==> config.mk <==
export PLATFORM = sky130hd
export DESIGN_NAME = m_axi_read_split
export DESIGN_NICKNAME = d
export VERILOG_FILES = /design/src/rtl/m_axi_read_split.sv
export SDC_FILE = /design/constraint.sdc
export NUM_CORES = 1
export LEC_CHECK = 0
export CAP_MARGIN = 20
export CORE_AREA = 2 2 159 161
export CTS_BUF_LIST = sky130_fd_sc_hd__clkbuf_8
export CTS_CLUSTER_DIAMETER = 120
export CTS_CLUSTER_SIZE = 30
export DETAILED_ROUTE_END_ITERATION = 12
export DIE_AREA = 0 0 161 163
export GPL_TIMING_DRIVEN = 0
export HOLD_SLACK_MARGIN = 0.02
export PLACE_DENSITY = 0.76
export SLEW_MARGIN = 20
export SYNTH_ARGS = -nofsm -noshare
export SYNTH_HDL_FRONTEND = slang
export SYNTH_SLANG_ARGS = --single-unit
==> constraint.sdc <==
create_clock -name clk -period 5.8 [get_ports clk]
set_input_delay 1.16 -clock clk [delete_from_list [all_inputs] [get_ports clk]]
set_output_delay 1.16 -clock clk [all_outputs]
set_load 0.01 [all_outputs]
==> src/rtl/m_axi_read_split.sv <==
// AXI4 read master that splits one core read request into INCR bursts bounded by
// AXI_MAX_BURST_LEN and 4 KB boundaries, with at most MAX_OUTSTANDING bursts in flight.
module m_axi_read_split #(
    parameter int AXI_AWIDTH        = 64,
    parameter int AXI_DWIDTH        = 64,
    parameter int AXI_MAX_BURST_LEN = 256,
    parameter int MAX_OUTSTANDING   = 4,
    parameter int ID                = 2
) (
    input  logic                  clk,
    input  logic                  rst,
    output logic [3:0]            m_arid,
    output logic [AXI_AWIDTH-1:0] m_araddr,
    output logic                  m_arvalid,
    input  logic                  m_arready,
    output logic [7:0]            m_arlen,
    output logic [2:0]            m_arsize,
    output logic [1:0]            m_arburst,
    input  logic [3:0]            m_rid,
    input  logic [AXI_DWIDTH-1:0] m_rdata,
    input  logic                  m_rvalid,
    output logic                  m_rready,
    input  logic                  m_rlast,
    input  logic [1:0]            m_rresp,
    input  logic                  core_read_request_valid,
    output logic                  core_read_request_ready,
    input  logic [AXI_AWIDTH-1:0] core_read_addr,
    input  logic [31:0]           core_read_len,
    output logic [AXI_DWIDTH-1:0] core_read_data,
    output logic                  core_read_data_valid,
    input  logic                  core_read_data_ready,
    output logic                  core_read_data_last,
    output logic                  core_read_done,
    output logic                  core_read_error
);
    localparam int SZ = $clog2(AXI_DWIDTH / 8);
    localparam int OW = $clog2(MAX_OUTSTANDING + 1);
    localparam logic [OW-1:0]         MAX_OUT   = OW'(MAX_OUTSTANDING);
    localparam logic [AXI_AWIDTH-1:0] LOW_MASK  = AXI_AWIDTH'((AXI_DWIDTH / 8) - 1);
    localparam logic [31:0]           MAX_BURST = 32'(AXI_MAX_BURST_LEN);

    localparam logic [1:0] S_IDLE  = 2'd0;
    localparam logic [1:0] S_ISSUE = 2'd1;
    localparam logic [1:0] S_DRAIN = 2'd2;

    logic [1:0]            state_q, state_d;
    logic [AXI_AWIDTH-1:0] addr_q, addr_d;
    logic [31:0]           ar_rem_q, ar_rem_d;
    logic [31:0]           beat_rem_q, beat_rem_d;
    logic [OW-1:0]         outst_q, outst_d;
    logic [7:0]            arlen_q, arlen_d;
    logic                  sized_q, sized_d;
    logic                  done_q, done_d;
    logic                  err_q, err_d;

    logic                  active_s;
    logic                  ar_hs_s;
    logic                  r_hs_s;
    logic                  r_last_hs_s;
    logic [8:0]            burst_s;
    logic [AXI_AWIDTH-1:0] aligned_addr_s;
    logic [31:0]           ar_rem_next_s;

    // Burst length (minus one) limited by remaining beats, max burst and the 4 KB page.
    function automatic logic [7:0] f_arlen(input logic [AXI_AWIDTH-1:0] a, input logic [31:0] rem);
        logic [31:0] to_4k;
        logic [31:0] b;
        to_4k = (32'd4096 - {20'd0, a[11:0]}) >> SZ;
        b     = (rem < MAX_BURST) ? rem : MAX_BURST;
        b     = (b < to_4k) ? b : to_4k;
        return 8'(b - 32'd1);
    endfunction

    assign active_s       = (state_q != S_IDLE);
    assign burst_s        = {1'b0, arlen_q} + 9'd1;
    assign aligned_addr_s = core_read_addr & ~LOW_MASK;
    assign ar_rem_next_s  = ar_rem_q - {23'd0, burst_s};

    assign m_arid    = 4'(ID);
    assign m_arsize  = 3'(SZ);
    assign m_arburst = 2'b01;
    assign m_araddr  = addr_q;
    assign m_arlen   = arlen_q;
    // arvalid only once the burst has been sized, which leaves a one-cycle gap after each handshake
    assign m_arvalid = (state_q == S_ISSUE) & sized_q & (outst_q < MAX_OUT);

    assign ar_hs_s     = m_arvalid & m_arready;
    assign r_hs_s      = m_rvalid & m_rready;
    assign r_last_hs_s = r_hs_s & m_rlast;

    assign m_rready                = core_read_data_ready & active_s;
    assign core_read_data          = m_rdata;
    assign core_read_data_valid    = m_rvalid & active_s;
    assign core_read_data_last     = core_read_data_valid & (beat_rem_q == 32'd1);
    assign core_read_request_ready = (state_q == S_IDLE);
    assign core_read_done          = done_q;
    assign core_read_error         = err_q;

    // Next-state, burst sizing and beat accounting.
    always_comb begin
        state_d    = state_q;
        addr_d     = addr_q;
        ar_rem_d   = ar_rem_q;
        beat_rem_d = beat_rem_q;
        arlen_d    = arlen_q;
        sized_d    = sized_q;
        err_d      = err_q;
        done_d     = 1'b0;
        case (state_q)
            S_IDLE: begin
                if (core_read_request_valid) begin
                    addr_d     = aligned_addr_s;
                    ar_rem_d   = core_read_len;
                    beat_rem_d = core_read_len;
                    err_d      = 1'b0;
                    if (core_read_len == 32'd0) begin
                        done_d = 1'b1;
                    end else begin
                        state_d = S_ISSUE;
                        arlen_d = f_arlen(aligned_addr_s, core_read_len);
                        sized_d = 1'b1;
                    end
                end else begin
                    state_d = S_IDLE;
                end
            end
            S_ISSUE: begin
                if (ar_hs_s) begin
                    addr_d   = addr_q + (AXI_AWIDTH'(burst_s) << SZ);
                    ar_rem_d = ar_rem_next_s;
                    sized_d  = 1'b0;
                    if (ar_rem_next_s == 32'd0) begin
                        state_d = S_DRAIN;
                    end else begin
                        state_d = S_ISSUE;
                    end
                end else if (!sized_q) begin
                    arlen_d = f_arlen(addr_q, ar_rem_q);
                    sized_d = 1'b1;
                end else begin
                    sized_d = sized_q;
                end
            end
            S_DRAIN: begin
                state_d = S_DRAIN;
            end
            default: begin
                state_d = S_IDLE;
            end
        endcase
        if (r_hs_s) begin
            beat_rem_d = beat_rem_q - 32'd1;
            if (m_rresp[1]) begin
                err_d = 1'b1;
            end else begin
                err_d = err_d;
            end
            if (beat_rem_q == 32'd1) begin
                state_d = S_IDLE;
                done_d  = 1'b1;
            end else begin
                done_d = done_d;
            end
        end else begin
            beat_rem_d = beat_rem_d;
        end
    end

    // Outstanding bursts: AR handshake adds one, final R beat of a burst retires one.
    always_comb begin
        outst_d = outst_q;
        case ({ar_hs_s, r_last_hs_s})
            2'b10:   outst_d = outst_q + {{(OW-1){1'b0}}, 1'b1};
            2'b01:   outst_d = (outst_q != {OW{1'b0}}) ? outst_q - {{(OW-1){1'b0}}, 1'b1} : outst_q;
            default: outst_d = outst_q;
        endcase
    end

    // State registers with synchronous reset.
    always_ff @(posedge clk) begin
        if (rst) begin
            state_q    <= S_IDLE;
            addr_q     <= {AXI_AWIDTH{1'b0}};
            ar_rem_q   <= 32'd0;
            beat_rem_q <= 32'd0;
            outst_q    <= {OW{1'b0}};
            arlen_q    <= 8'd0;
            sized_q    <= 1'b0;
            done_q     <= 1'b0;
            err_q      <= 1'b0;
        end else begin
            state_q    <= state_d;
            addr_q     <= addr_d;
            ar_rem_q   <= ar_rem_d;
            beat_rem_q <= beat_rem_d;
            outst_q    <= outst_d;
            arlen_q    <= arlen_d;
            sized_q    <= sized_d;
            done_q     <= done_d;
            err_q      <= err_d;
        end
    end
endmodule

==> metrics.txt, run 1 <==
# TYPE chip_impl_metric gauge
chip_impl_metric{name="initial_utilization",unit="%"} 43.9
chip_impl_metric{name="synth_top_area_share",unit="%"} 26.1
chip_impl_metric{name="finalCriticalPeriod",unit="ns"} 5.46
chip_impl_metric{name="ys_ff_latch",unit=""} 141
chip_impl_metric{name="largest_net_degree_at_the_start_of_global_routing",unit=""} 17
chip_impl_info{name="cts-root-buf",value="sky130_fd_sc_hd__clkbuf_8"} 1
chip_impl_metric{name="multiInputGateArea",unit="sq um"} 7000
chip_impl_metric{name="synthesis.area_per_instance",unit="sq um"} 7.25
chip_impl_metric{name="post_synth_num_cell_types",unit=""} 79
chip_impl_metric{name="final_setup_violations",unit=""} 0
chip_impl_info{name="worstPathCellList",value="clkdlybuf4s50_1, nor4_2, nand4_1, nor2_1, clkbuf_1, inv_1, ha_1, a21oi_1, nand2_1, a2111o_1, a21oi_2, or3_1, o211ai_1, nor4_2, nor3b_1, or3_1, o311ai_1"} 1
chip_impl_metric{name="gr-total-overflow",unit=""} 0
chip_impl_metric{name="core-area",unit="sq um"} 24700
chip_impl_metric{name="p_per_area",unit="nW/um^2"} 236
chip_impl_metric{name="gp_congestion",unit=""} 0.977
chip_impl_metric{name="die-area",unit="sq um"} 26200
chip_impl_metric{name="register_area",unit="sq um"} 2820
chip_impl_metric{name="drt_first_pass_iters",unit=""} 6
chip_impl_metric{name="final_area",unit="sq um"} 14100
chip_impl_info{name="synth_top_cells_by_area",value="sky130_fd_sc_hd__dfxtp_1 26%, sky130_fd_sc_hd__nor2_1 6.8%, sky130_fd_sc_hd__buf_4 5.3%"} 1
chip_impl_metric{name="ir_worst_vdd",unit="uV"} 179
chip_impl_metric{name="timing_max_transition_violations_final",unit=""} 0
chip_impl_metric{name="num_antenna_cells",unit=""} 0
chip_impl_metric{name="ioPinCount",unit=""} 325
chip_impl_metric{name="remaining_drc_errors",unit=""} 0
chip_impl_metric{name="power",unit="mW"} 3.32
chip_impl_metric{name="via_count",unit=""} 13170
chip_impl_info{name="worst-setup-path-type",value="in2reg"} 1
chip_impl_metric{name="cts.clk_slew.worst_paths",unit="ns"} 0.10
chip_impl_metric{name="synth_async_sr_flop_share",unit="%"} 0
chip_impl_info{name="crit_family",value="simple AND/OR/NAND/NOR gates"} 1
chip_impl_metric{name="number_of_antenna_violations_at_the_first_check_in_global_routing",unit=""} 1
chip_impl_metric{name="postSynthCellCount",unit=""} 1492
chip_impl_info{name="ys_dominant_reg_cell",value="sky130_fd_sc_hd__dfxtp_1"} 1
chip_impl_info{name="yosys.area.top_type",value="sky130_fd_sc_hd__dfxtp_1"} 1
chip_impl_metric{name="timing_worst_slew_pin_value",unit="ns"} 1.05
chip_impl_metric{name="critical_path_peak_fanout",unit=""} 10
chip_impl_metric{name="clock_tree.buffer_depth",unit=""} 2
chip_impl_metric{name="mappedNetlistArea",unit="sq um"} 10800
chip_impl_metric{name="post-route-period-util",unit="%"} 94.1
chip_impl_info{name="post-synth-top-count-cell",value="sky130_fd_sc_hd__nor2_1"} 1
chip_impl_metric{name="fmax",unit="GHz"} 0.183
chip_impl_info{name="rsz0062_at_grt",value="no"} 1
chip_impl_metric{name="routed_via_density",unit=""} 6.26
chip_impl_metric{name="num-nets-final",unit=""} 1980
chip_impl_metric{name="die_height",unit="um"} 163
chip_impl_metric{name="critPathBufInv",unit=""} 3
chip_impl_metric{name="count_of_input_and_output_buffers",unit=""} 238
chip_impl_metric{name="ys.warnings.count",unit=""} 0
chip_impl_metric{name="numClockSinks",unit=""} 141
chip_impl_info{name="cts_tree",value="built"} 1
chip_impl_metric{name="wl",unit="mm"} 48.3
chip_impl_metric{name="detail_route.wl_per_cell",unit="um"} 22.9
chip_impl_metric{name="dpl_worst_slack",unit="ns"} -0.252
chip_impl_metric{name="fill_cell_total_of_the_finished_layout",unit=""} 2369
chip_impl_metric{name="drt_first_iter_violations",unit=""} 1718
chip_impl_metric{name="via_count_of_the_first_global_routing_pass",unit=""} 12025
chip_impl_info{name="hold_path.class",value="reg2reg"} 1
chip_impl_info{name="critical_path.startpoint_type",value="input pin"} 1
chip_impl_metric{name="report.final.hold_viol_count",unit=""} 0
chip_impl_info{name="critPathCaptureType",value="flop"} 1
chip_impl_metric{name="die-width",unit="um"} 161
chip_impl_metric{name="crit_required",unit="ns"} 6.12
chip_impl_metric{name="cts_buffers",unit=""} 17
chip_impl_metric{name="antenna_left",unit=""} 0
chip_impl_metric{name="worst_slew_margin_rel",unit="%"} 29.9
chip_impl_metric{name="critical_path_at",unit="ns"} 5.78
chip_impl_metric{name="area.growth.synth_to_final",unit="%"} 30.1
chip_impl_info{name="status",value="completed"} 1
chip_impl_metric{name="htreeDepth",unit=""} 4
chip_impl_metric{name="row_count",unit=""} 58
chip_impl_info{name="most_instantiated_cells_after_synthesis",value="196 x sky130_fd_sc_hd__nor2_1, 143 x sky130_fd_sc_hd__nand2_1, 141 x sky130_fd_sc_hd__dfxtp_1"} 1
chip_impl_metric{name="global_route_wire_length_before_repair",unit="mm"} 70.9
chip_impl_metric{name="worst_slack",unit="ns"} 0.342
chip_impl_metric{name="yosysSeqAreaShare",unit="%"} 26.1
chip_impl_metric{name="cp_slowest_stage_delay",unit="ns"} 0.54
chip_impl_info{name="critical-path-slowest-cell",value="sky130_fd_sc_hd__clkdlybuf4s50_1"} 1
chip_impl_metric{name="timing.hold.ws",unit="ns"} 0.479
chip_impl_metric{name="post_route_cells_drive_above_1_share",unit="%"} 7.61
chip_impl_metric{name="worst_skew_pair.late_latency",unit="ns"} 0.48
chip_impl_metric{name="dpl-instance-area",unit="sq um"} 13700
chip_impl_metric{name="p_leak",unit="nW"} 5.34
chip_impl_metric{name="cap_viol_max_count",unit=""} 0
chip_impl_metric{name="dp_hpwl",unit="mm"} 36.1
chip_impl_metric{name="tot_gr_track_use",unit="%"} 35.4
chip_impl_metric{name="synth_edf_count",unit=""} 0
chip_impl_metric{name="clock-skew-final",unit="ns"} 0.0264
logic make-up after synthesis:
kind of cell / Yosys count / share of synthesized area [%]
and+or+nand+nor: 642 / 29.0
AOI/OAI and AO/OA: 401 / 24.8
buffers and inverters: 205 / 9.89
DFF: 141 / 26.1
adders and majority gates: 46 / 5.53
xor gates and xnor gates: 46 / 3.72
muxes: 9 / 0.855
other: 2 / 0.0694
registers in the layout, summed over array words and instances (netlist names), 2 cells and up:
signal,cells
outst_q,3
ar_rem_q,32
state_q,2
m_araddr,61
beat_rem_q,32
m_arlen,8
path summary, 6_finish.rpt:
| path | startpoint | to | slack (ns) | cells past startpoint |
|---|---|---|---|---|
| worst max-delay path | core_read_len[30] | m_arlen[7] | 0.34 | 17 |
| worst min-delay path | beat_rem_q[28] | beat_rem_q[28] | 0.48 | 2 |
| worst min register to register | beat_rem_q[28] | beat_rem_q[28] | 0.48 | 2 |
| worst max register to register | ar_rem_q[10] | m_arlen[7] | 0.92 | 17 |
stage by stage:
stage	utilization [%]	TNS, ns	instances
floorplan	-	0	1504
global placement	55.4	-0.476	2072
detailed placement	55.4	-0.427	2072
CTS	57.0	0	2103
global route	57.1	0	2103
finish	57.1	0	2103
worst register-to-register path, delay by kind of cell, from the launching register on:
| family | cells | cell delay, ns |
|---|---|---|
| adder cells (fa/ha/maj) | 1 | 0.26 |
| AO/OA/AOI/OAI | 6 | 1.29 |
| AND/OR/NAND/NOR | 8 | 2.48 |
| buffers and inverters | 2 | 0.38 |
| flip-flops | 1 | 0.31 |
layout make-up:
type | count | area share (%)
timing repair buffer | 238 | 16.9
clock inverter | 14 | 1.11
buffer | 164 | 6.51
inverter | 41 | 1.09
multi-input combinational | 1158 | 49.7
clock buffer | 17 | 1.66
sequential | 141 | 20.0
tap | 330 | 2.93
cells in the final DEF (no fill, tap or decap), drive strengths merged, types with 11 or more instances in the layout:
master and count:
a31oi 11, a211oi 34, o22ai 12, nand4 12, o31ai 19, clkdlybuf4s50 238
nor2 196, a22oi 27, and2 33, nor3 57, clkbuf 87, o21bai 14
a21o 11, o211ai 12, xnor2 25, dfxtp 141, o21ai 73, a21oi 98
nand3 60, conb 14, and3 27, ha 43, or3 16, nand2 143
buf 94, a221oi 11, a311oi 24, inv 48, nor4 41, xor2 21
metal layers:
| metal | global-route usage (%) | routed length, um | vias up |
|---|---|---|---|
| met3 | 6.60 | 5710 | 152 |
| met2 | 57.0 | 21600 | 966 |
| met1 | 46.4 | 18800 | 6128 |
| met4 | 15.2 | 2130 | 2 |
| met5 | 0 | 13 | - |
| li1 | - | - | 5922 |
timing repair:
item                                    CTS  global route
setup buffers                             0             0
hold buffers                              0             0
gates resized for setup                   0             4
endpoints found under the setup margin    0             4
power breakdown:
| group | leakage [nW] | internal (mW) | switching, mW |
|---|---|---|---|
| registers | 1.16 | 1.05 | 0.109 |
| logic | 3.99 | 0.548 | 0.764 |
| clock network | 0.192 | 0.389 | 0.462 |
Note: power is estimated with default switching activity, not from simulation.
==> run 2: changes to the inputs <==
--- a/config.mk
+++ b/config.mk
@@ -5,14 +5,13 @@
 export SDC_FILE = /design/constraint.sdc
 export NUM_CORES = 1
 export LEC_CHECK = 0
-export CAP_MARGIN = 20
 export CORE_AREA = 2 2 159 161
 export CTS_BUF_LIST = sky130_fd_sc_hd__clkbuf_8
 export CTS_CLUSTER_DIAMETER = 120
 export CTS_CLUSTER_SIZE = 30
 export DETAILED_ROUTE_END_ITERATION = 12
 export DIE_AREA = 0 0 161 163
-export GPL_TIMING_DRIVEN = 0
+export GPL_TIMING_DRIVEN = 1
 export HOLD_SLACK_MARGIN = 0.02
 export PLACE_DENSITY = 0.76
 export SLEW_MARGIN = 20
==> metrics.txt, run 2 (synthesis gave the netlist of run 1 again) <==
# TYPE chip_impl_metric gauge
chip_impl_metric{name="cts.clk_slew.worst_paths",unit="ns"} 0.10
chip_impl_metric{name="register_area",unit="sq um"} 2820
chip_impl_metric{name="drt_first_pass_iters",unit=""} 6
chip_impl_metric{name="largest_net_degree_at_the_start_of_global_routing",unit=""} 105
chip_impl_metric{name="dp_hpwl",unit="mm"} 24.7
chip_impl_metric{name="postCtsResizedCells",unit=""} 0
chip_impl_metric{name="worst_skew_pair.late_latency",unit="ns"} 0.47
chip_impl_metric{name="die-width",unit="um"} 161
chip_impl_metric{name="count_of_input_and_output_buffers",unit=""} 176
chip_impl_metric{name="cp_slowest_stage_delay",unit="ns"} 0.50
chip_impl_info{name="worstPathCellList",value="clkdlybuf4s50_1, or3_1, or2_2, nor3_1, nand2_1, xnor2_1, ha_1, nand4_1, or3_1, a21oi_1, nor4b_2, buf_4, a22oi_1, o211ai_1, nor4_1, nor3b_1, or3_1, o311ai_1"} 1
chip_impl_metric{name="clock-skew-final",unit="ns"} 0.0213
chip_impl_info{name="final_common_cell",value="sky130_fd_sc_hd__nor2_1"} 1
chip_impl_metric{name="gp_congestion",unit=""} 0.926
chip_impl_metric{name="critPathBufInv",unit=""} 2
chip_impl_metric{name="cts_buffers",unit=""} 17
chip_impl_metric{name="antenna_left",unit=""} 0
chip_impl_metric{name="final_setup_violations",unit=""} 0
chip_impl_metric{name="regToRegSetupSlack",unit="ns"} 1.20
chip_impl_metric{name="holdBufCountCts",unit=""} 0
chip_impl_info{name="critical_path.startpoint_type",value="input pin"} 1
chip_impl_metric{name="ir_worst_vdd",unit="uV"} 115
chip_impl_metric{name="p_leak",unit="nW"} 4.76
chip_impl_metric{name="drt_first_iter_violations",unit=""} 1170
chip_impl_metric{name="dpl.cell_count",unit=""} 1869
chip_impl_metric{name="tot_gr_track_use",unit="%"} 25.8
chip_impl_metric{name="critical_path_at",unit="ns"} 5.42
chip_impl_info{name="layout_common_cells",value="195 x sky130_fd_sc_hd__nor2_1, 175 x sky130_fd_sc_hd__clkdlybuf4s50_1, 141 x sky130_fd_sc_hd__nand2_1, 141 x sky130_fd_sc_hd__dfxtp_1, 98 x sky130_fd_sc_hd__a21oi_1"} 1
chip_impl_metric{name="cts.repair_timing.setup_buffer_count",unit=""} 0
chip_impl_metric{name="post-route-util",unit="%"} 51.7
chip_impl_metric{name="critical_path_peak_fanout",unit=""} 6
chip_impl_metric{name="timing_worst_slew_pin_value",unit="ns"} 1.08
chip_impl_metric{name="dpl-instance-area",unit="sq um"} 12300
chip_impl_metric{name="initial_utilization",unit="%"} 43.9
chip_impl_metric{name="gr-total-overflow",unit=""} 0
chip_impl_metric{name="finalCriticalPeriod",unit="ns"} 5.08
chip_impl_metric{name="ioPinCount",unit=""} 325
chip_impl_metric{name="final_area",unit="sq um"} 12800
chip_impl_metric{name="final.setup.tns",unit="ns"} 0
chip_impl_metric{name="timing_max_transition_violations_final",unit=""} 0
chip_impl_metric{name="htreeDepth",unit=""} 4
chip_impl_metric{name="fmax",unit="GHz"} 0.197
chip_impl_metric{name="num_antenna_cells",unit=""} 0
chip_impl_metric{name="timing.hold.ws",unit="ns"} 0.481
chip_impl_metric{name="fill_cell_total_of_the_finished_layout",unit=""} 2381
chip_impl_metric{name="post_route_cells_drive_above_1_share",unit="%"} 5.41
chip_impl_metric{name="num-nets-final",unit=""} 1778
chip_impl_info{name="critical-path-slowest-cell",value="sky130_fd_sc_hd__clkdlybuf4s50_1"} 1
chip_impl_metric{name="global_route_wire_length_before_repair",unit="mm"} 55.4
chip_impl_info{name="worst_path_most_repeated_cell",value="sky130_fd_sc_hd__or3_1"} 1
chip_impl_info{name="status",value="completed"} 1
chip_impl_metric{name="post-route-period-util",unit="%"} 87.6
chip_impl_metric{name="detail_route.wl_per_cell",unit="um"} 18.1
chip_impl_metric{name="die_height",unit="um"} 163
chip_impl_metric{name="cap_viol_max_count",unit=""} 0
chip_impl_metric{name="p_per_area",unit="nW/um^2"} 243
chip_impl_info{name="crit_family",value="simple AND/OR/NAND/NOR gates"} 1
chip_impl_metric{name="report.final.hold_viol_count",unit=""} 0
chip_impl_info{name="cts-root-buf",value="sky130_fd_sc_hd__clkbuf_8"} 1
chip_impl_metric{name="number_of_antenna_violations_at_the_first_check_in_global_routing",unit=""} 0
chip_impl_metric{name="via_count",unit=""} 11506
chip_impl_metric{name="routed_via_density",unit=""} 6.05
chip_impl_info{name="cts_tree",value="built"} 1
chip_impl_metric{name="worst_slew_margin_rel",unit="%"} 28.2
chip_impl_metric{name="finish.cell_count_without_fillers",unit=""} 1902
chip_impl_metric{name="core-area",unit="sq um"} 24700
chip_impl_metric{name="area.growth.synth_to_final",unit="%"} 17.9
chip_impl_info{name="critPathCaptureType",value="flop"} 1
chip_impl_metric{name="wl",unit="mm"} 34.5
chip_impl_info{name="hold_path.class",value="reg2reg"} 1
chip_impl_metric{name="crit_required",unit="ns"} 6.14
chip_impl_info{name="rsz0062_at_grt",value="no"} 1
chip_impl_metric{name="row_count",unit=""} 58
chip_impl_metric{name="remaining_drc_errors",unit=""} 0
chip_impl_metric{name="max_reg_flops",unit=""} 61
chip_impl_metric{name="clock_tree.buffer_depth",unit=""} 2
chip_impl_metric{name="die-area",unit="sq um"} 26200
chip_impl_metric{name="multiInputGateArea",unit="sq um"} 7010
chip_impl_info{name="worst-setup-path-type",value="in2reg"} 1
chip_impl_metric{name="via_count_of_the_first_global_routing_pass",unit=""} 10840
chip_impl_metric{name="numClockSinks",unit=""} 141
-- run 2: cell count changes in the layout (fill, tap and decap cells not counted), sizes merged --
cell,change
clkdlybuf4s50,-63
inv,+4
buf,-69
clkbuf,-70
clkinvlp,-2
bufinv,-1
-- run 2: final timing paths --
check        depth (start not counted)              to         startpoint
min                                  2  beat_rem_q[28]     beat_rem_q[28]
max reg2reg                         17      m_arlen[4]       ar_rem_q[22]
min reg2reg                          2  beat_rem_q[28]     beat_rem_q[28]
max                                 18      m_arlen[7]  core_read_addr[5]
-- run 2: final cells by class --
type / count / area share, %
inverters: 41 / 1.21
flip-flops and latches: 141 / 22.1
multi-input cells: 1158 / 54.9
repair buffers: 200 / 15.4
well taps: 330 / 3.24
clock inverters: 15 / 1.32
clock buffers: 17 / 1.83
-- run 2: stage by stage --
stage	power (mW)	setup slack [ns]
floorplan	1.92	1.07
global placement	2.23	0.374
detailed placement	2.26	0.248
CTS	3.09	0.738
global route	3.28	0.392
finish	3.11	0.720
-- run 2: where the power goes --
group          internal [mW]  total (mW)  switching, mW
sequential              1.05        1.16          0.110
combinational          0.480        1.10          0.624
clock                  0.366       0.844          0.479
total                   1.89        3.11           1.21
-- run 2: worst min-delay path, stage by stage (launching register included) --
cell	delay [ns]
sky130_fd_sc_hd__dfxtp_1	0.33
sky130_fd_sc_hd__nand3_1	0.06
sky130_fd_sc_hd__a21oi_1	0.05
-- run 2: per-layer routing --
layer  GRT usage, %  vias to the layer above  share of wire [%]
met5              0                        -                  0
met4           12.7                        0                4.1
met3           4.23                      114                7.5
met2           41.4                      497                 46
met1           33.9                     5386                 42
li1               -                     5509                  -
==> run 3: changes to the inputs <==
--- a/config.mk
+++ b/config.mk
@@ -5,15 +5,16 @@
 export SDC_FILE = /design/constraint.sdc
 export NUM_CORES = 1
 export LEC_CHECK = 0
-export CORE_AREA = 2 2 159 161
+export CORE_AREA = 5 5 162 164
 export CTS_BUF_LIST = sky130_fd_sc_hd__clkbuf_8
 export CTS_CLUSTER_DIAMETER = 120
 export CTS_CLUSTER_SIZE = 30
 export DETAILED_ROUTE_END_ITERATION = 12
-export DIE_AREA = 0 0 161 163
+export DIE_AREA = 0 0 167 169
+export DONT_BUFFER_PORTS = 1
 export GPL_TIMING_DRIVEN = 1
 export HOLD_SLACK_MARGIN = 0.02
-export PLACE_DENSITY = 0.76
+export MAX_ROUTING_LAYER = met4
 export SLEW_MARGIN = 20
 export SYNTH_ARGS = -nofsm -noshare
 export SYNTH_HDL_FRONTEND = slang
==> metrics.txt, run 3 (synthesis gave the netlist of run 1 again) <==
# TYPE chip_impl_metric gauge
chip_impl_metric{name="timing.hold.ws",unit="ns"} 0.464
chip_impl_info{name="worst-setup-path-type",value="in2reg"} 1
chip_impl_metric{name="postCtsResizedCells",unit=""} 0
chip_impl_metric{name="num-nets-final",unit=""} 1591
chip_impl_metric{name="final_area",unit="sq um"} 10900
chip_impl_metric{name="via_count",unit=""} 10575
chip_impl_metric{name="initial_utilization",unit="%"} 43.7
chip_impl_metric{name="cap_viol_max_count",unit=""} 0
chip_impl_metric{name="wl",unit="mm"} 35.1
chip_impl_metric{name="p_per_area",unit="nW/um^2"} 267
chip_impl_metric{name="drt_first_pass_iters",unit=""} 5
chip_impl_metric{name="timing_max_transition_violations_final",unit=""} 0
chip_impl_metric{name="die_height",unit="um"} 169
chip_impl_metric{name="hold_path_depth",unit=""} 2
chip_impl_metric{name="final.setup.tns",unit="ns"} 0
chip_impl_metric{name="power",unit="mW"} 2.90
chip_impl_info{name="cts-root-buf",value="sky130_fd_sc_hd__clkbuf_8"} 1
chip_impl_metric{name="critical_path_at",unit="ns"} 5.30
chip_impl_metric{name="ir_worst_vdd",unit="uV"} 133
chip_impl_metric{name="cts.repair_timing.setup_buffer_count",unit=""} 0
chip_impl_metric{name="antenna_left",unit=""} 0
chip_impl_metric{name="report.final.hold_viol_count",unit=""} 0
chip_impl_metric{name="via_count_of_the_first_global_routing_pass",unit=""} 9831
chip_impl_metric{name="p_leak",unit="nW"} 4.03
chip_impl_info{name="crit-reg2reg-launch",value="ar_rem_q[22]"} 1
chip_impl_info{name="critPathCaptureType",value="flop"} 1
chip_impl_metric{name="detail_route.wl_per_cell",unit="um"} 20.4
chip_impl_metric{name="count_of_input_and_output_buffers",unit=""} 0
chip_impl_metric{name="crit_required",unit="ns"} 6.15
chip_impl_info{name="layout_common_cells",value="195 x sky130_fd_sc_hd__nor2_1, 141 x sky130_fd_sc_hd__nand2_1, 141 x sky130_fd_sc_hd__dfxtp_1, 98 x sky130_fd_sc_hd__a21oi_1, 71 x sky130_fd_sc_hd__o21ai_0"} 1
chip_impl_info{name="rsz0062_at_grt",value="no"} 1
chip_impl_metric{name="finalCriticalPeriod",unit="ns"} 4.95
chip_impl_info{name="hold_path.class",value="reg2reg"} 1
chip_impl_info{name="worstReg2RegEnd",value="m_arlen[7]"} 1
chip_impl_metric{name="die-width",unit="um"} 167
chip_impl_info{name="min-delay-start",value="beat_rem_q[28]"} 1
chip_impl_metric{name="area.growth.synth_to_final",unit="%"} 0.566
chip_impl_info{name="cts_tree",value="built"} 1
chip_impl_metric{name="final_setup_violations",unit=""} 0
chip_impl_metric{name="timing_worst_slew_pin_value",unit="ns"} 1.02
chip_impl_metric{name="cts.clk_slew.worst_paths",unit="ns"} 0.10
chip_impl_metric{name="cts_buffers",unit=""} 17
chip_impl_metric{name="core-area",unit="sq um"} 24700
chip_impl_metric{name="htreeDepth",unit=""} 4
chip_impl_metric{name="clock-skew-final",unit="ns"} 0.0201
chip_impl_metric{name="post_route_cells_drive_above_1_share",unit="%"} 5.27
chip_impl_metric{name="clock_tree.buffer_depth",unit=""} 2
chip_impl_metric{name="remaining_drc_errors",unit=""} 0
chip_impl_metric{name="largest_net_degree_at_the_start_of_global_routing",unit=""} 144
chip_impl_metric{name="worst_skew_pair.late_latency",unit="ns"} 0.48
chip_impl_info{name="critical_path.startpoint_type",value="input pin"} 1
chip_impl_metric{name="die-area",unit="sq um"} 28200
chip_impl_info{name="hold_end",value="beat_rem_q[28]"} 1
chip_impl_metric{name="gp_congestion",unit=""} 0.883
chip_impl_metric{name="number_of_antenna_violations_at_the_first_check_in_global_routing",unit=""} 1
chip_impl_metric{name="dpl-instance-area",unit="sq um"} 10500
chip_impl_metric{name="worstRegToRegCells",unit=""} 15
chip_impl_info{name="final_common_cell",value="sky130_fd_sc_hd__nor2_1"} 1
chip_impl_metric{name="numClockSinks",unit=""} 141
chip_impl_metric{name="post-route-period-util",unit="%"} 85.3
chip_impl_metric{name="drt_first_iter_violations",unit=""} 897
chip_impl_metric{name="critical_path_peak_fanout",unit=""} 11
chip_impl_metric{name="regToRegSetupSlack",unit="ns"} 1.08
chip_impl_metric{name="dp_hpwl",unit="mm"} 25.0
chip_impl_metric{name="tot_gr_track_use",unit="%"} 24.4
chip_impl_metric{name="post-route-util",unit="%"} 44.0
chip_impl_metric{name="row_count",unit=""} 58
chip_impl_metric{name="routed_via_density",unit=""} 6.16
chip_impl_metric{name="gr-total-overflow",unit=""} 0
chip_impl_metric{name="holdBufCountCts",unit=""} 0
chip_impl_info{name="status",value="completed"} 1
chip_impl_metric{name="fmax",unit="GHz"} 0.202
chip_impl_metric{name="max_reg_flops",unit=""} 61
chip_impl_metric{name="ioPinCount",unit=""} 325
chip_impl_metric{name="worst_slew_margin_rel",unit="%"} 31.7
chip_impl_metric{name="global_route_wire_length_before_repair",unit="mm"} 55.0
run 3: changes by cell type in the layout (fill, tap and decap cells not counted), moves of 2 or more:
| cell | delta |
|---|---|
| sky130_fd_sc_hd__clkdlybuf4s50_1 | -175 |
| sky130_fd_sc_hd__inv_8 | -3 |
| sky130_fd_sc_hd__buf_4 | -11 |
| sky130_fd_sc_hd__clkinv_2 | +2 |
run 3: layout make-up:
cell class | count | area (sq um)
Fill cell | 2604 | 13900
Tap cell | 330 | 413
Antenna cell | 1 | 2.50
Timing Repair Buffer | 13 | 97.6
Clock inverter | 15 | 153
Sequential cell | 141 | 2820
Multi-Input combinational cell | 1158 | 7010
Inverter | 41 | 154
Clock buffer | 17 | 234
run 3: through the flow:
stage | cells | setup WS, ns
4_1_cts | 1715 | 0.993
6_report | 1716 | 0.851
2_1_floorplan | 1504 | 1.07
3_3_place_gp | 1683 | 0.502
3_5_place_dp | 1683 | 0.489
5_1_grt | 1716 | 0.645
run 3: worst max path at each step:
stage,from,endpoint,depth (start not counted)
final,core_read_len[18],m_arlen[7],16
after global routing,core_read_len[30],m_arlen[7],16
after CTS,core_read_len[18],m_arlen[7],16
after detailed placement,core_read_len[18],m_arlen[7],16
after global placement,core_read_len[18],m_arlen[7],16
after floorplan,core_read_addr[7],m_arlen[7],16
run 3: worst max-delay path, cell delays in order:
cell and delay, ns:
sky130_fd_sc_hd__nor4_1 0.46, sky130_fd_sc_hd__nand4_1 0.37, sky130_fd_sc_hd__nor2_1 0.19, sky130_fd_sc_hd__buf_4 0.18, sky130_fd_sc_hd__and2_1 0.14, sky130_fd_sc_hd__ha_1 0.26, sky130_fd_sc_hd__a21oi_1 0.14, sky130_fd_sc_hd__a211oi_1 0.08
sky130_fd_sc_hd__a2111o_1 0.46, sky130_fd_sc_hd__a21oi_1 0.44, sky130_fd_sc_hd__or3_1 0.18, sky130_fd_sc_hd__o211ai_1 0.20, sky130_fd_sc_hd__nor4_1 0.52, sky130_fd_sc_hd__nor3b_1 0.29, sky130_fd_sc_hd__or3_1 0.15, sky130_fd_sc_hd__o311ai_1 0.08
run 3: per-layer routing:
layer / vias to the layer above / routed length [um] / GRT usage [%]
met5: - / 0 / -
met4: 0 / 632 / 6.69
met3: 57 / 2780 / 5.72
met2: 360 / 16200 / 37.7
met1: 5027 / 15500 / 32.3
li1: 5131 / - / -
run 3: power by group:
part / total [mW] / internal, mW / switching [mW]
Combinational: 0.879 / 0.342 / 0.537
Clock: 0.837 / 0.356 / 0.481
Sequential: 1.19 / 1.05 / 0.138
Total: 2.90 / 1.75 / 1.16
